`src/rtl/ccu_operation_sequencer.sv`:
```
// Central operation FSM of the CCU: launches datapath iterations, counts beats/iterations/cycles.
// Optional iteration watchdog enabled by defining CCU_WATCHDOG_EN.
module ccu_operation_sequencer #(
    parameter int CNT_WIDTH = 32,
    parameter int WDT_LIMIT = 1000000
) (
    input  logic                 clk,
    input  logic                 rst,
    input  logic                 data_loaded,
    input  logic                 grid_loaded,
    input  logic                 scle_loaded,
    input  logic                 wght_loaded,
    input  logic                 operation_start,
    input  logic                 interrupt_abort,
    input  logic                 interrupt_soft,
    input  logic [CNT_WIDTH-1:0] pckt_size,
    output logic                 dp_start,
    input  logic                 rslt_beat,
    input  logic                 rslt_last,
    output logic                 rw_pl2ps_reg_en,
    output logic                 rslt_loaded_wr,
    output logic                 operation_done_wr,
    output logic                 wo_reg_en,
    output logic                 wo_reg_rst,
    output logic                 status_idle,
    output logic                 status_busy,
    output logic                 status_error,
    output logic                 status_locked,
    output logic                 status_valid,
    output logic [CNT_WIDTH-1:0] progress_rslt,
    output logic [CNT_WIDTH-1:0] progress_iter,
    output logic [CNT_WIDTH-1:0] iteration_timer,
    output logic [CNT_WIDTH-1:0] iteration_latency,
    output logic [CNT_WIDTH-1:0] operation_timer,
    output logic [CNT_WIDTH-1:0] operation_latency
);

    typedef enum logic [2:0] {IDLE, CLR, LAUNCH, WAIT, DONE, ERR} state_t;

    localparam logic [CNT_WIDTH-1:0] CNT_MAX  = '1;
    localparam logic [CNT_WIDTH-1:0] WDT_LAST = CNT_WIDTH'(WDT_LIMIT - 1);
`ifdef CCU_WATCHDOG_EN
    localparam bit WDT_ON = 1'b1;
`else
    localparam bit WDT_ON = 1'b0;
`endif

    function automatic logic [CNT_WIDTH-1:0] sat_inc(input logic [CNT_WIDTH-1:0] v);
        return (v == CNT_MAX) ? v : v + CNT_WIDTH'(1);
    endfunction

    state_t               state, state_nxt;
    logic                 wo_en_q, pl2ps_q;
    logic                 all_loaded, wdt_trip, beat_ok, iter_done;
    logic [CNT_WIDTH-1:0] iter_nxt, op_nxt;

    assign all_loaded = data_loaded & grid_loaded & scle_loaded & wght_loaded;
    // Trip on the edge where iteration_timer would reach the limit, so ERR follows immediately.
    assign wdt_trip   = WDT_ON && (state == WAIT) && (iteration_timer >= WDT_LAST);
    // Abort and watchdog take priority: a beat in that cycle is discarded.
    assign beat_ok    = (state == WAIT) && rslt_beat && !interrupt_abort && !wdt_trip;
    assign iter_done  = beat_ok && rslt_last;
    assign iter_nxt   = sat_inc(progress_iter);
    assign op_nxt     = sat_inc(operation_timer);

    always_comb begin
        state_nxt         = state;
        dp_start          = 1'b0;
        wo_reg_rst        = 1'b0;
        status_idle       = 1'b0;
        status_busy       = 1'b0;
        status_error      = 1'b0;
        status_valid      = 1'b0;
        status_locked     = 1'b0;
        wo_reg_en         = wo_en_q;
        rw_pl2ps_reg_en   = pl2ps_q;
        rslt_loaded_wr    = pl2ps_q;
        operation_done_wr = pl2ps_q;
        case (state)
            IDLE: begin
                status_idle = 1'b1;
                if (operation_start)
                    state_nxt = (all_loaded && pckt_size != '0) ? CLR : ERR;
            end
            CLR: begin
                status_busy = 1'b1;
                wo_reg_rst  = 1'b1;
                state_nxt   = LAUNCH;
            end
            LAUNCH: begin
                status_busy = 1'b1;
                dp_start    = 1'b1;
                state_nxt   = interrupt_abort ? ERR : WAIT;
            end
            WAIT: begin
                status_busy = 1'b1;
                if (interrupt_abort || wdt_trip)
                    state_nxt = ERR;
                else if (iter_done)
                    state_nxt = (iter_nxt == pckt_size || interrupt_soft) ? DONE : LAUNCH;
            end
            DONE: begin
                status_valid  = 1'b1;
                status_locked = operation_start;
                if (!operation_start)
                    state_nxt = IDLE;
            end
            ERR: begin
                status_error  = 1'b1;
                status_locked = operation_start;
                if (!operation_start && !interrupt_abort)
                    state_nxt = IDLE;
            end
            default: state_nxt = IDLE;
        endcase
    end

    always_ff @(posedge clk) begin
        if (rst) begin
            state             <= IDLE;
            wo_en_q           <= 1'b0;
            pl2ps_q           <= 1'b0;
            progress_rslt     <= '0;
            progress_iter     <= '0;
            iteration_timer   <= '0;
            iteration_latency <= '0;
            operation_timer   <= '0;
            operation_latency <= '0;
        end else begin
            state   <= state_nxt;
            wo_en_q <= iter_done;
            pl2ps_q <= iter_done && (state_nxt == DONE);
            case (state)
                CLR: begin
                    progress_rslt     <= '0;
                    progress_iter     <= '0;
                    iteration_timer   <= '0;
                    iteration_latency <= '0;
                    operation_timer   <= '0;
                    operation_latency <= '0;
                end
                LAUNCH: begin
                    iteration_timer <= '0;
                    operation_timer <= op_nxt;
                end
                WAIT: begin
                    iteration_timer <= sat_inc(iteration_timer);
                    operation_timer <= op_nxt;
                    if (beat_ok)
                        progress_rslt <= sat_inc(progress_rslt);
                    if (iter_done) begin
                        progress_iter     <= iter_nxt;
                        iteration_latency <= sat_inc(iteration_timer);
                    end
                    // Latched with the incremented timer so it matches operation_timer in DONE.
                    if (iter_done && state_nxt == DONE)
                        operation_latency <= op_nxt;
                end
                default: ;
            endcase
        end
    end

endmodule

```
`config.mk`:
```
export PLATFORM = sky130hd
export DESIGN_NAME = ccu_operation_sequencer
export DESIGN_NICKNAME = d
export VERILOG_FILES = /design/src/rtl/ccu_operation_sequencer.sv
export SDC_FILE = /design/constraint.sdc
export NUM_CORES = 1
export LEC_CHECK = 0
export ABC_AREA = 1
export ABC_CLOCK_PERIOD_IN_PS = 2690
export BUFFER_PORTS_ARGS = -buffer_cell sky130_fd_sc_hd__buf_4
export CAP_MARGIN = 20
export CORE_MARGIN = 10
export CORE_UTILIZATION = 50
export CTS_BUF_LIST = sky130_fd_sc_hd__clkbuf_8 sky130_fd_sc_hd__clkbuf_16
export CTS_CLUSTER_SIZE = 14
export DETAILED_ROUTE_END_ITERATION = 16
export PLACE_DENSITY_LB_ADDON = 0.1
export REMOVE_ABC_BUFFERS = 1
export SETUP_SLACK_MARGIN = 0.1
export SLEW_MARGIN = 20
export SYNTH_ARGS = -nofsm -noshare
export SYNTH_HDL_FRONTEND = slang
export SYNTH_SLANG_ARGS = --single-unit
export TNS_END_PERCENT = 1
```
`constraint.sdc`:
```
create_clock -name clk -period 2.69 [get_ports clk]
set_input_delay 0.1345 -clock clk [delete_from_list [all_inputs] [get_ports clk]]
set_output_delay 0.1345 -clock clk [all_outputs]
set_load 0.01 [all_outputs]
```
==> qor.csv <==
metric,value,unit
min_period,2.66,ns
nNetsFinal,2240,
diodes,0,
post-route-drc-count,0,
overflow,0,
crit_fanout,15,
yosysWarnings,0,
endpoint_kind,flop,
die_w,172,um
status,"finished, final reports clean",
timing_hold_violations_final,0,
startpoint_type,flop,
maxSlewViolCount,0,
cp.arrival,3.00,ns
cts_root_buf,clkbuf_16,
synth_edf_count,0,
grt_pass1_vias,12500,
placed_area,14400,um^2
gp_congestion,0.943,
routed_wire_length_per_instance,16.2,um
synthDistinctLibCells,41,
synthToLayoutAreaGrowth,31.9,%
r2r_cells,19,
setup_slack,0.0252,ns
finalCritPeriodShare,0.991,
fin_cells,2519,
num_rows,55,
synth_area_leaders,"dfxtp_1, nand2_1, a21oi_1",
place_ws,-0.110,ns
power.density,452,nW/um^2
first_pass_iters,6,
clk_pin_slew,0.08,ns
cts-htree-levels,4,
grt_max_degree,68,
ys_ff_latch,197,
cts_buffers,17,
tightest_slew,0.871,ns
dieArea,29700,um^2
antenna_found_initial,0,
io_pins,246,
vias_per_cell,5.30,
final_util,0.673,
coreArea,22800,um^2
p_leak,6.62,nW
cts_tree,built,
drt-total-wl,40900,um
initial_core_util,0.510,
ys_seq_area_frac,0.339,
yosys.area.top_type_share,0.339,
syn-instance-count,1886,
hold_path.class,input pin to flop,
gr-usage-all-layers,0.264,
critPathRequiredTime,3.02,ns
fin_area,15300,um^2
hold_depth,5,
max-cap-violations,0,
num_vias,13400,
die_h,172,um
synth_commonest_cells,"nand2_1, nor2_1, a21oi_1, dfxtp_1, inv_1",
fmax,0.375,GHz
yosysTopAreaCell,dfxtp_1,
worstSetupPathType,flop to flop,
dp_cells,2479,
fin_skew,0.0155,ns
syn_area,11600,um^2
peakVddDrop,0.402,mV
synthArstFlopShare,0,
relSlewSlack,0.418,
dp_hpwl,30500,um
drt_iter0_markers,1259,
cts_buffer_depth,2,
avgSynthCellArea,6.16,um^2
layout-drive-gt1-share,0.214,
synth-main-ff-cell,dfxtp_1,
cts.sinks,197,
io_buffers,245,
yosysMostFrequentCell,nand2_1,
clock_latency,0.45,ns
setup_violations,0,
grt_pass1_wl,63800,um
ant_nets,0,
rsz0062_at_grt,true,
==> placed cells by master, fill, tap and decap left out, drive strengths merged, types with 38 or more instances in the layout <==
master    n
nor3     43
buf     364
nand3   123
nor2    218
a21oi   210
nand4    38
o21ai    78
dfxtp   197
nand2   590
inv     188
xor2     48
==> critical path, cell delays in order, from the launching register on <==
cell and delay (ns):
dfxtp_2 0.36, ha_4 0.16, inv_2 0.04, nor2_4 0.12, nand2_4 0.09, nor2_8 0.14, nand2_4 0.09, buf_12 0.16
buf_4 0.15, nand3_1 0.07, nand3_1 0.07, nor2_1 0.13, nand2_1 0.12, nor2_4 0.15, nand3_2 0.12, nand2_4 0.10
nand2_8 0.09, clkbuf_16 0.19, a21oi_1 0.13, nor2_1 0.06
==> registers in the layout, summed over array words and instances, names as in the netlist <==
signal and flops:
iteration_latency 32, wo_reg_en 1, progress_rslt 32, state 3, operation_latency 32, iteration_timer 32, operation_done_wr 1, progress_iter 32
operation_timer 32
==> routing by layer <==
layer	up-vias	GRT usage	wire [um]
li1	6710	-	-
met1	6136	0.324	17400
met2	432	0.444	19300
met3	75	0.0552	2860
met4	0	0.100	1240
met5	-	0	0
==> cell type report <==
cell class / count / area, um^2
Fill cell: 2107 / 7450
Multi-Input combinational cell: 1428 / 6820
Sequential cell: 197 / 3960
Timing Repair Buffer: 368 / 2870
Inverter: 181 / 683
Clock buffer: 17 / 425
Tap cell: 313 / 392
Clock inverter: 15 / 179
==> worst paths after layout <==
| kind | start | endpoint | slack, ns |
|---|---|---|---|
| setup / recovery | progress_iter[1] | operation_latency[5] | 0.03 |
| hold / removal | operation_start | state[0] | 0.08 |
| setup reg to reg | progress_iter[1] | operation_latency[5] | 0.03 |
| hold reg to reg | iteration_timer[5] | iteration_timer[5] | 0.49 |
==> per-stage QoR <==
| stage | power [mW] | TNS (ns) | hold slack, ns |
|---|---|---|---|
| floorplan | 3.76 | -254.85 | 0.204 |
| global placement | 4.30 | -0.501 | 0.457 |
| detailed placement | 4.33 | -2.68 | 0.461 |
| CTS | 6.95 | 0 | 0.0740 |
| global route | 7.20 | -4.06 | 0.133 |
| finish | 6.92 | 0 | 0.0836 |
==> what timing repair did <==
action                                  in CTS  in global routing
pin swaps                                    2                  8
endpoints found under the hold margin        1                  0
hold buffers                                 1                  0
cloned                                       0                  4
buffers inserted                             1                  2
gates resized for setup                     15                 44
endpoints found under the setup margin      36                 56
==> kinds of logic (layout without fill, tap and decap cells) <==
| family | after synthesis | count (layout) | synth area share |
|---|---|---|---|
| AO/OA/AOI/OAI | 304 | 304 | 0.136 |
| XOR/XNOR | 68 | 68 | 0.0513 |
| adder cells (fa/ha/maj) | 4 | 4 | 0.00431 |
| buffers and inverters | 261 | 581 | 0.0899 |
| flip-flops | 197 | 197 | 0.339 |
| multiplexers | 1 | 1 | 0.000861 |
| AND/OR/NAND/NOR | 1051 | 1051 | 0.378 |
==> where the power goes <==
group / switching (mW) / leakage [nW] / internal (mW) / total [mW]
logic: 0.678 / 4.73 / 0.441 / 1.12
registers: 0.0893 / 1.60 / 3.06 / 3.15
clock network: 1.38 / 0.292 / 1.27 / 2.65
Note: power is estimated with default switching activity, not from simulation.
